**src/rtl/valid_ready_pipe.sv**
```systemverilog
// ============================================================================
// Module   : valid_ready_pipe
// Brief    : WIDTH-bit, DEPTH-stage valid/ready register pipeline with bubble
//            collapsing. Optional macro PIPE_OCCUPANCY_EN adds an occupancy port.
// Revision : 1.0 - initial release
// ============================================================================
`default_nettype none

module valid_ready_pipe #(
   parameter int WIDTH = 8,
   parameter int DEPTH = 4
) (
   input  logic                       clk,
   input  logic                       reset,
   input  logic                       flush,
   input  logic                       in_valid,
   output logic                       in_ready,
   input  logic [WIDTH-1:0]           in_data,
   output logic                       out_valid,
   input  logic                       out_ready,
   output logic [WIDTH-1:0]           out_data
`ifdef PIPE_OCCUPANCY_EN
   ,
   output logic [$clog2(DEPTH+1)-1:0] occupancy
`endif
);

   logic [DEPTH-1:0] vld;
   logic [WIDTH-1:0] dat [DEPTH];
   logic [DEPTH-1:0] adv;

   // Stage i may advance when any stage from i to the output is empty, or the
   // consumer is taking the last word; this is the unrolled adv[i] chain.
   for (genvar i = 0; i < DEPTH; i++) begin : g_adv
      assign adv[i] = out_ready | ~(&vld[DEPTH-1:i]);
   end

   assign in_ready  = adv[0] & ~flush & ~reset;
   assign out_valid = vld[DEPTH-1];
   assign out_data  = dat[DEPTH-1];

   always_ff @(posedge clk) begin
      if (reset) begin
         vld <= '0;
         for (int i = 0; i < DEPTH; i++) begin
            dat[i] <= '0;
         end
      end else if (flush) begin
         // Words in flight are dropped; data registers keep their contents.
         vld <= '0;
      end else begin
         if (adv[0]) begin
            vld[0] <= in_valid;
            if (in_valid) begin
               dat[0] <= in_data;
            end
         end
         for (int i = 1; i < DEPTH; i++) begin
            if (adv[i]) begin
               vld[i] <= vld[i-1];
               dat[i] <= dat[i-1];
            end
         end
      end
   end

`ifdef PIPE_OCCUPANCY_EN
   localparam int OCC_W = $clog2(DEPTH+1);

   always_comb begin
      occupancy = '0;
      for (int i = 0; i < DEPTH; i++) begin
         occupancy = occupancy + OCC_W'(vld[i]);
      end
   end
`endif

endmodule

`default_nettype wire

```
**config.mk**
```make
export PLATFORM = sky130hd
export DESIGN_NAME = valid_ready_pipe
export DESIGN_NICKNAME = d
export VERILOG_FILES = /design/src/rtl/valid_ready_pipe.sv
export SDC_FILE = /design/constraint.sdc
export NUM_CORES = 1
export LEC_CHECK = 0
export CORE_MARGIN = 5
export CORE_UTILIZATION = 40
export CTS_BUF_LIST = sky130_fd_sc_hd__clkbuf_4 sky130_fd_sc_hd__clkbuf_8
export CTS_CLUSTER_SIZE = 8
export DETAILED_ROUTE_END_ITERATION = 16
export PLACE_DENSITY = 0.72
export SYNTH_ARGS = -nofsm -noshare
export SYNTH_HDL_FRONTEND = slang
export SYNTH_SLANG_ARGS = --single-unit
```
**constraint.sdc**
```tcl
create_clock -name clk -period 5.4 [get_ports clk]
set_clock_uncertainty 0.05 [all_clocks]
set_input_delay 0.54 -clock clk [delete_from_list [all_inputs] [get_ports clk]]
set_output_delay 0.54 -clock clk [all_outputs]
set_load 0.01 [all_outputs]
```
======== Word level (Yosys, flattened, before mapping) ========
Memories as Yosys holds them, arrays and structs flattened.
Cells that the tools add are included.
operators by class
  multiplexer cells ....................... 23
  bitwise gates (word level) .............. 16
  reduce and logical (&&, ||, !) cells .... 4
operators with widths
  operator          number
  $mux 8            4
  $mux 1            19
  $or 1x1->1        8
  $not 1->1         6
  $reduce_and 4->1  1
  $reduce_and 3->1  1
  $and 1x1->1       2
  $reduce_and 2->1  1
  $reduce_or 2->1   1
word-level totals
  bits in registers ....................... 4
  memory bits (writable) .................. 32
  output and inout bits ................... 10
  logic and storage cells ................. 48
  memories ................................ 1
memory list
  memory  depth  bits a word  rd ports  clocked after memory_dff  wr ports  line  RTL
  dat     4      8            4         0                         4         29    logic [WIDTH-1:0] dat [DEPTH];

======== Logic depth before layout (Yosys ltp) ========
Gate-level depths: netlist of the first run.
  depth after elaboration ................. 8
  mapped depth ............................ 4

======== Least setup slack after synthesis of the first run ========
Ideal clock, no wire load.
  path type ............................... in2reg
  start point ............................. input out_ready
  end point ............................... memory dat[0][0] (enable)
  arrival ................................. 1.489 ns
  data required time ...................... 4.973 ns
  path slack .............................. 3.484 ns
  stages on the path ...................... 4
  buffers on the path ..................... 2
  cell sequence ........................... and4b_1 -> buf_6 -> buf_6 -> a2bb2oi_1
RTL lines
  element      line  RTL
  from (decl)  20    input logic out_ready,
  to (decl)    29

======== Worst setup path in the final report of the first run ========
  start point ............................. input flush
  end point ............................... output in_ready
between the ends
  word-level cells in the longest chain between the ends .. 3
RTL lines
  element                    line  RTL
  from (decl)                15    input logic flush,
  $not 1->1                  38    assign in_ready = adv[0] & ~flush & ~reset;
  $and 1x1->1 (2 in series)  38
  to (decl)                  17    output logic in_ready,
Every way passes these cells.

==> out/results.ini, run 1 <==
[worst_setup_path]
r2r-start = vld[2]
regToRegEndpoint = dat[0][1]
reg2reg_slack_ns = 3.36
slowest_stage = or2_1
worstSetupPathType = in2out
cp_max_fo = 29
critPathLaunchType = input pin
cp.required_ns = 4.81
endpoint_kind = output port
slowest_delay_ns = 0.86
crit_path_cell_trace = clkdlybuf4s50_1, or2_1, a21oi_1, clkdlybuf4s50_1
worst-r2r-cell-count = 2
arrival_ns = 2.58
crit_path_frequent_cell = clkdlybuf4s50_1

[clock_tree]
cts_buffers = 5
postCtsSetupRepairBufs = 0
cts_max_path_buffers = 2
h-tree-depth = 2
tritoncts = built
hold_buffers = 0
cts.repair.resized = 0
clk_pin_slew_worst_paths_ns = 0.07
clk_latency_ns = 0.28
cts_sinks = 36
cts-root-buf = clkbuf_8

[die]
fp-row-count = 23
pin_count = 23
fp.dieH_um = 74.3
die_x_um = 74.3
start_util = 0.414
die-area_mm2 = 0.00552
core_area_mm2 = 0.00400

[flow_run]
max-cap-violations = 0

[sta]
setup_viol = 0
slew-limit-headroom = 0.278
tightestPinTransition_ns = 1.08
finalHoldViolCount = 0
fin_crit_ns = 3.17
max_freq_mhz = 315
fin_crit_sh = 0.588
finalSetupTns_ns = 0
drv_slew = 0
rsz0062_at_grt = no

[hold_path]
hp-start = vld[1]
holdPathEnd = vld[2]
min_path_type = reg2reg
holdPathStages = 1

[pwr]
swShare = 0.192
peakVddDrop_uv = 138
p_per_area_mw_per_mm2 = 298
seqPwrFrac = 0.573
internal_power_mw = 0.460
p_sw_mw = 0.109
power_mw = 0.569
power.leakage_nw = 0.667
p_clk_frac = 0.351
combinationalPowerShare = 0.075

[synth]
async_flop_share = 0
synth_edf_count = 32
syn_inst = 111
synthFlopType = edfxtp_1
yosysTopAreaCellShare = 0.581
ys_types = 22
synth_nets = 124
yosys.area.top_type = edfxtp_1
yosys_warnings = 0
syn_area_mm2 = 0.00165
synth_common_cells = edfxtp_1 (32), nor3b_1 (16), inv_1 (9)
syn_avg_cell_area_um2 = 14.9
ys_ff_latch = 36
seq_area_frac_synth = 0.629
yosysMostFrequentCell = edfxtp_1
synth_top_cells_by_area = edfxtp_1 (58%), nor3b_1 (7.3%), a211oi_2 (6.1%)

[drt]
wl_mm = 2.26
wl_per_cell_um = 13.0
drt-initial-drc-count = 43
drc = 0
routed_via_density = 4.87
drt_pre_antenna_iters = 4
vias = 847
antenna_left = 0

[placement]
dpl.cell_count = 166
gp_congestion = 0.749
post-dp-hpwl_mm = 1.56
portBuffers = 22

[outcome]
status = finished clean

[global_route]
grt_pass1_vias = 820
grtUsageTotal = 0.0978
gr-total-overflow = 0
antenna_found_initial = 0
grt_pass1_wl_mm = 3.86
grt_max_degree = 30

[final_layout]
area_delta_synth_final_pct = 15.3
diodes = 0
drive_above_1_share = 0.210
fin_util = 0.477
fin_nets = 136
instances_no_fill = 174

## stage by stage
step | worst slack [ns] | hold WS, ns | area (um2)
3_3_place_gp | 2.28 | 0.438 | 1810
6_report | 2.23 | 0.460 | 1910
2_1_floorplan | 3.48 | 0.423 | 1650
3_5_place_dp | 2.20 | 0.440 | 1810
5_1_grt | 2.01 | 0.485 | 1910
4_1_cts | 2.20 | 0.455 | 1910
## worst max-delay path, delay by kind of cell
| family | cells | cell delay, ns |
|---|---|---|
| simple gates | 1 | 0.86 |
| compound gates | 1 | 0.09 |
| buf+inv | 2 | 1.10 |
## metal layers
metal	global-route usage	vias up	wire length, um
li1	-	422	-
met1	0.116	391	933
met2	0.151	28	1100
met3	0.0486	6	176
met4	0.0415	0	46
met5	0	-	0
## power groups by stage
| stage | logic (mW) | registers, mW | clock network (mW) |
|---|---|---|---|
| after global placement | 0.0420 | 0.331 | 0 |
| after global routing | 0.0470 | 0.328 | 0.219 |
| final | 0.0429 | 0.326 | 0.200 |
| after floorplan | 0.0303 | 0.330 | 0 |
| after detailed placement | 0.0433 | 0.332 | 0 |
| after CTS | 0.0434 | 0.326 | 0.206 |
## cells by family after synthesis
family / count (synthesis) / share of synthesized area
compound gates: 17 / 0.102
simple gates: 32 / 0.171
flops: 36 / 0.629
buf+inv: 26 / 0.0976
## state kept, by name, summed over array words and instances (netlist names)
name,cells
dat,32
vld,4
## layout make-up
cell class / count / area [um2]
clock buffers: 8 / 97.6
flip-flops and latches: 36 / 1040
well taps: 50 / 62.6
repair buffers: 22 / 220
inverters: 9 / 33.8
fillers: 345 / 2090
multi-input cells: 49 / 452
## layout by cell type (no fill, tap or decap), types with 2 or more instances in the layout
master / count
clkbuf_8: 6
nor3b_2: 8
nor2b_1: 2
edfxtp_1: 32
inv_1: 9
dfxtp_1: 4
clkdlybuf4s50_1: 22
nor3b_1: 16
clkbuf_4: 2
o21bai_1: 3
a211oi_2: 8
o21ba_2: 2
a21oi_1: 2
## worst max-delay path by stage
stage / end / cells after the start / start / slack (ns)
finish: in_ready / 4 / flush / 2.23
global route: in_ready / 4 / reset / 2.01
CTS: in_ready / 4 / reset / 2.20
detailed placement: in_ready / 4 / reset / 2.20
global placement: in_ready / 4 / flush / 2.28
floorplan: dat[0][0] / 4 / out_ready / 3.48
Note: power is estimated with default switching activity, not from simulation.
==> run 2: changes to the inputs <==
==> constraint.sdc (replaced) <==
create_clock -name clk -period 3 [get_ports clk]
set_clock_uncertainty 0.05 [all_clocks]
set_input_delay 0.3 -clock clk [delete_from_list [all_inputs] [get_ports clk]]
set_output_delay 0.3 -clock clk [all_outputs]
set_load 0.01 [all_outputs]
==> out/results.ini, run 2 (synthesized netlist as in run 1, its figures left out) <==
[global_route]
gr-total-overflow = 0
grt_pass1_vias = 864
grt_max_degree = 29
grt_pass1_wl_mm = 3.94
grtUsageTotal = 0.100
antenna_found_initial = 0

[sta]
drv_slew = 0
rsz0062_at_grt = no
fin_crit_ns = 2.23
finalHoldViolCount = 0
max_freq_mhz = 449
slew-limit-headroom = 0.480
tightestPinTransition_ns = 0.778
fin_crit_sh = 0.743
setup_viol = 0
finalSetupTns_ns = 0

[die]
start_util = 0.414
fp-row-count = 23
die_x_um = 74.3
fp.dieH_um = 74.3
pin_count = 23
die-area_mm2 = 0.00552
core_area_mm2 = 0.00400

[drt]
drt_pre_antenna_iters = 4
wl_per_cell_um = 13.1
wl_mm = 2.33
drt-initial-drc-count = 40
vias = 853
antenna_left = 0
drc = 0
routed_via_density = 4.82

[final_layout]
largest_reg_flops = 32
area_delta_synth_final_pct = 16.3
multi_input_area_um2 = 452
fin_nets = 139
regArea_mm2 = 0.00104
reg_top3 = dat x32, vld x4
design_area_mm2 = 0.00192
fill_cells = 358
regMostFlops = dat
instances_no_fill = 177
diodes = 0
final_common_cell = edfxtp_1
mostFrequentLayoutCells = edfxtp_1 (32), clkdlybuf4s50_1 (22), nor3b_1 (16)
drive_above_1_share = 0.228

[clock_tree]
clk_latency_ns = 0.29
cts_max_path_buffers = 2
cts-root-buf = clkbuf_8
cts_sinks = 36
cts.repair.resized = 0
clk_pin_slew_worst_paths_ns = 0.07
tritoncts = built
cts_buffers = 5
hold_buffers = 0
h-tree-depth = 2
postCtsSetupRepairBufs = 0

[placement]
detailed_place.area_mm2 = 0.00183
dpl.cell_count = 169
portBuffers = 22
post-dp-hpwl_mm = 1.64
gp_congestion = 0.780

[worst_setup_path]
setup.worst_path.end = in_ready
crit_path_frequent_cell = clkdlybuf4s50_1
cp_max_fo = 8
endpoint_kind = output port
reg2reg_slack_ns = 1.22
regToRegEndpoint = dat[0][6]
cp.required_ns = 2.65
worstSetupPathType = in2out
r2r-start = vld[3]
cp.depth = 4
slowest_delay_ns = 0.51
worst-r2r-cell-count = 2
slowest_stage = and4b_1
critPathLaunchType = input pin
crit_start = out_ready
arrival_ns = 1.88
path_delay_family = buffers and inverters
crit_path_cell_trace = clkdlybuf4s50_1, and4b_1, a21oi_1, clkdlybuf4s50_1
path_buf_inv = 2

[pwr]
p_per_area_mw_per_mm2 = 524
power.leakage_nw = 0.681
peakVddDrop_uv = 218

[outcome]
status = finished clean

[hold_path]
min_path_type = reg2reg
hp-start = vld[1]

[flow_run]
max-cap-violations = 0

-- run 2: cell count changes in the layout (fill, tap and decap cells not counted) --
cell,before,now
buf_4,0,3
clkbuf_4,2,0
clkinv_2,0,2
-- run 2: stage by stage --
step                      setup slack, ns  power [mW]  utilization  hold WS (ns)
final                               0.772        1.01        0.481         0.466
after global routing                0.664        1.05        0.481         0.488
after CTS                           0.758        1.03        0.481         0.468
after detailed placement            0.767       0.677        0.458         0.453
after global placement              0.764       0.673        0.458         0.440
after floorplan                      1.26       0.648            -         0.423
-- run 2: layout make-up --
cell class / instances / share of cell area
Multi-Input combinational cell: 49 / 0.235
Clock inverter: 2 / 0.00520
Sequential cell: 36 / 0.541
Tap cell: 50 / 0.0325
Clock buffer: 6 / 0.0429
Timing Repair Buffer: 25 / 0.126
Inverter: 9 / 0.0176
-- run 2: worst reg2reg max path, stage by stage (launching register included) --
cell,delay (ns)
dfxtp_1,0.35
and4b_1,0.33
a2bb2oi_1,0.68
-- run 2: worst min-delay path by stage --
stage,end,depth (start not counted)
after floorplan,vld[2],1
after global placement,vld[2],1
after detailed placement,vld[2],1
after CTS,vld[2],1
after global routing,vld[2],1
final,vld[2],1
-- run 2: metal layers --
layer	track usage	share of wire	vias to the layer above
li1	-	-	428
met2	0.174	0.54	26
met3	0.0473	0.072	6
met1	0.0957	0.36	393
met4	0.0593	0.026	0
met5	0	0	-
-- run 2: power breakdown --
group	leakage [nW]	internal [mW]	switching [mW]
sequential	0.379	0.578	0.00844
combinational	0.251	0.0442	0.0333
clock	0.0510	0.183	0.161
total	0.681	0.806	0.203
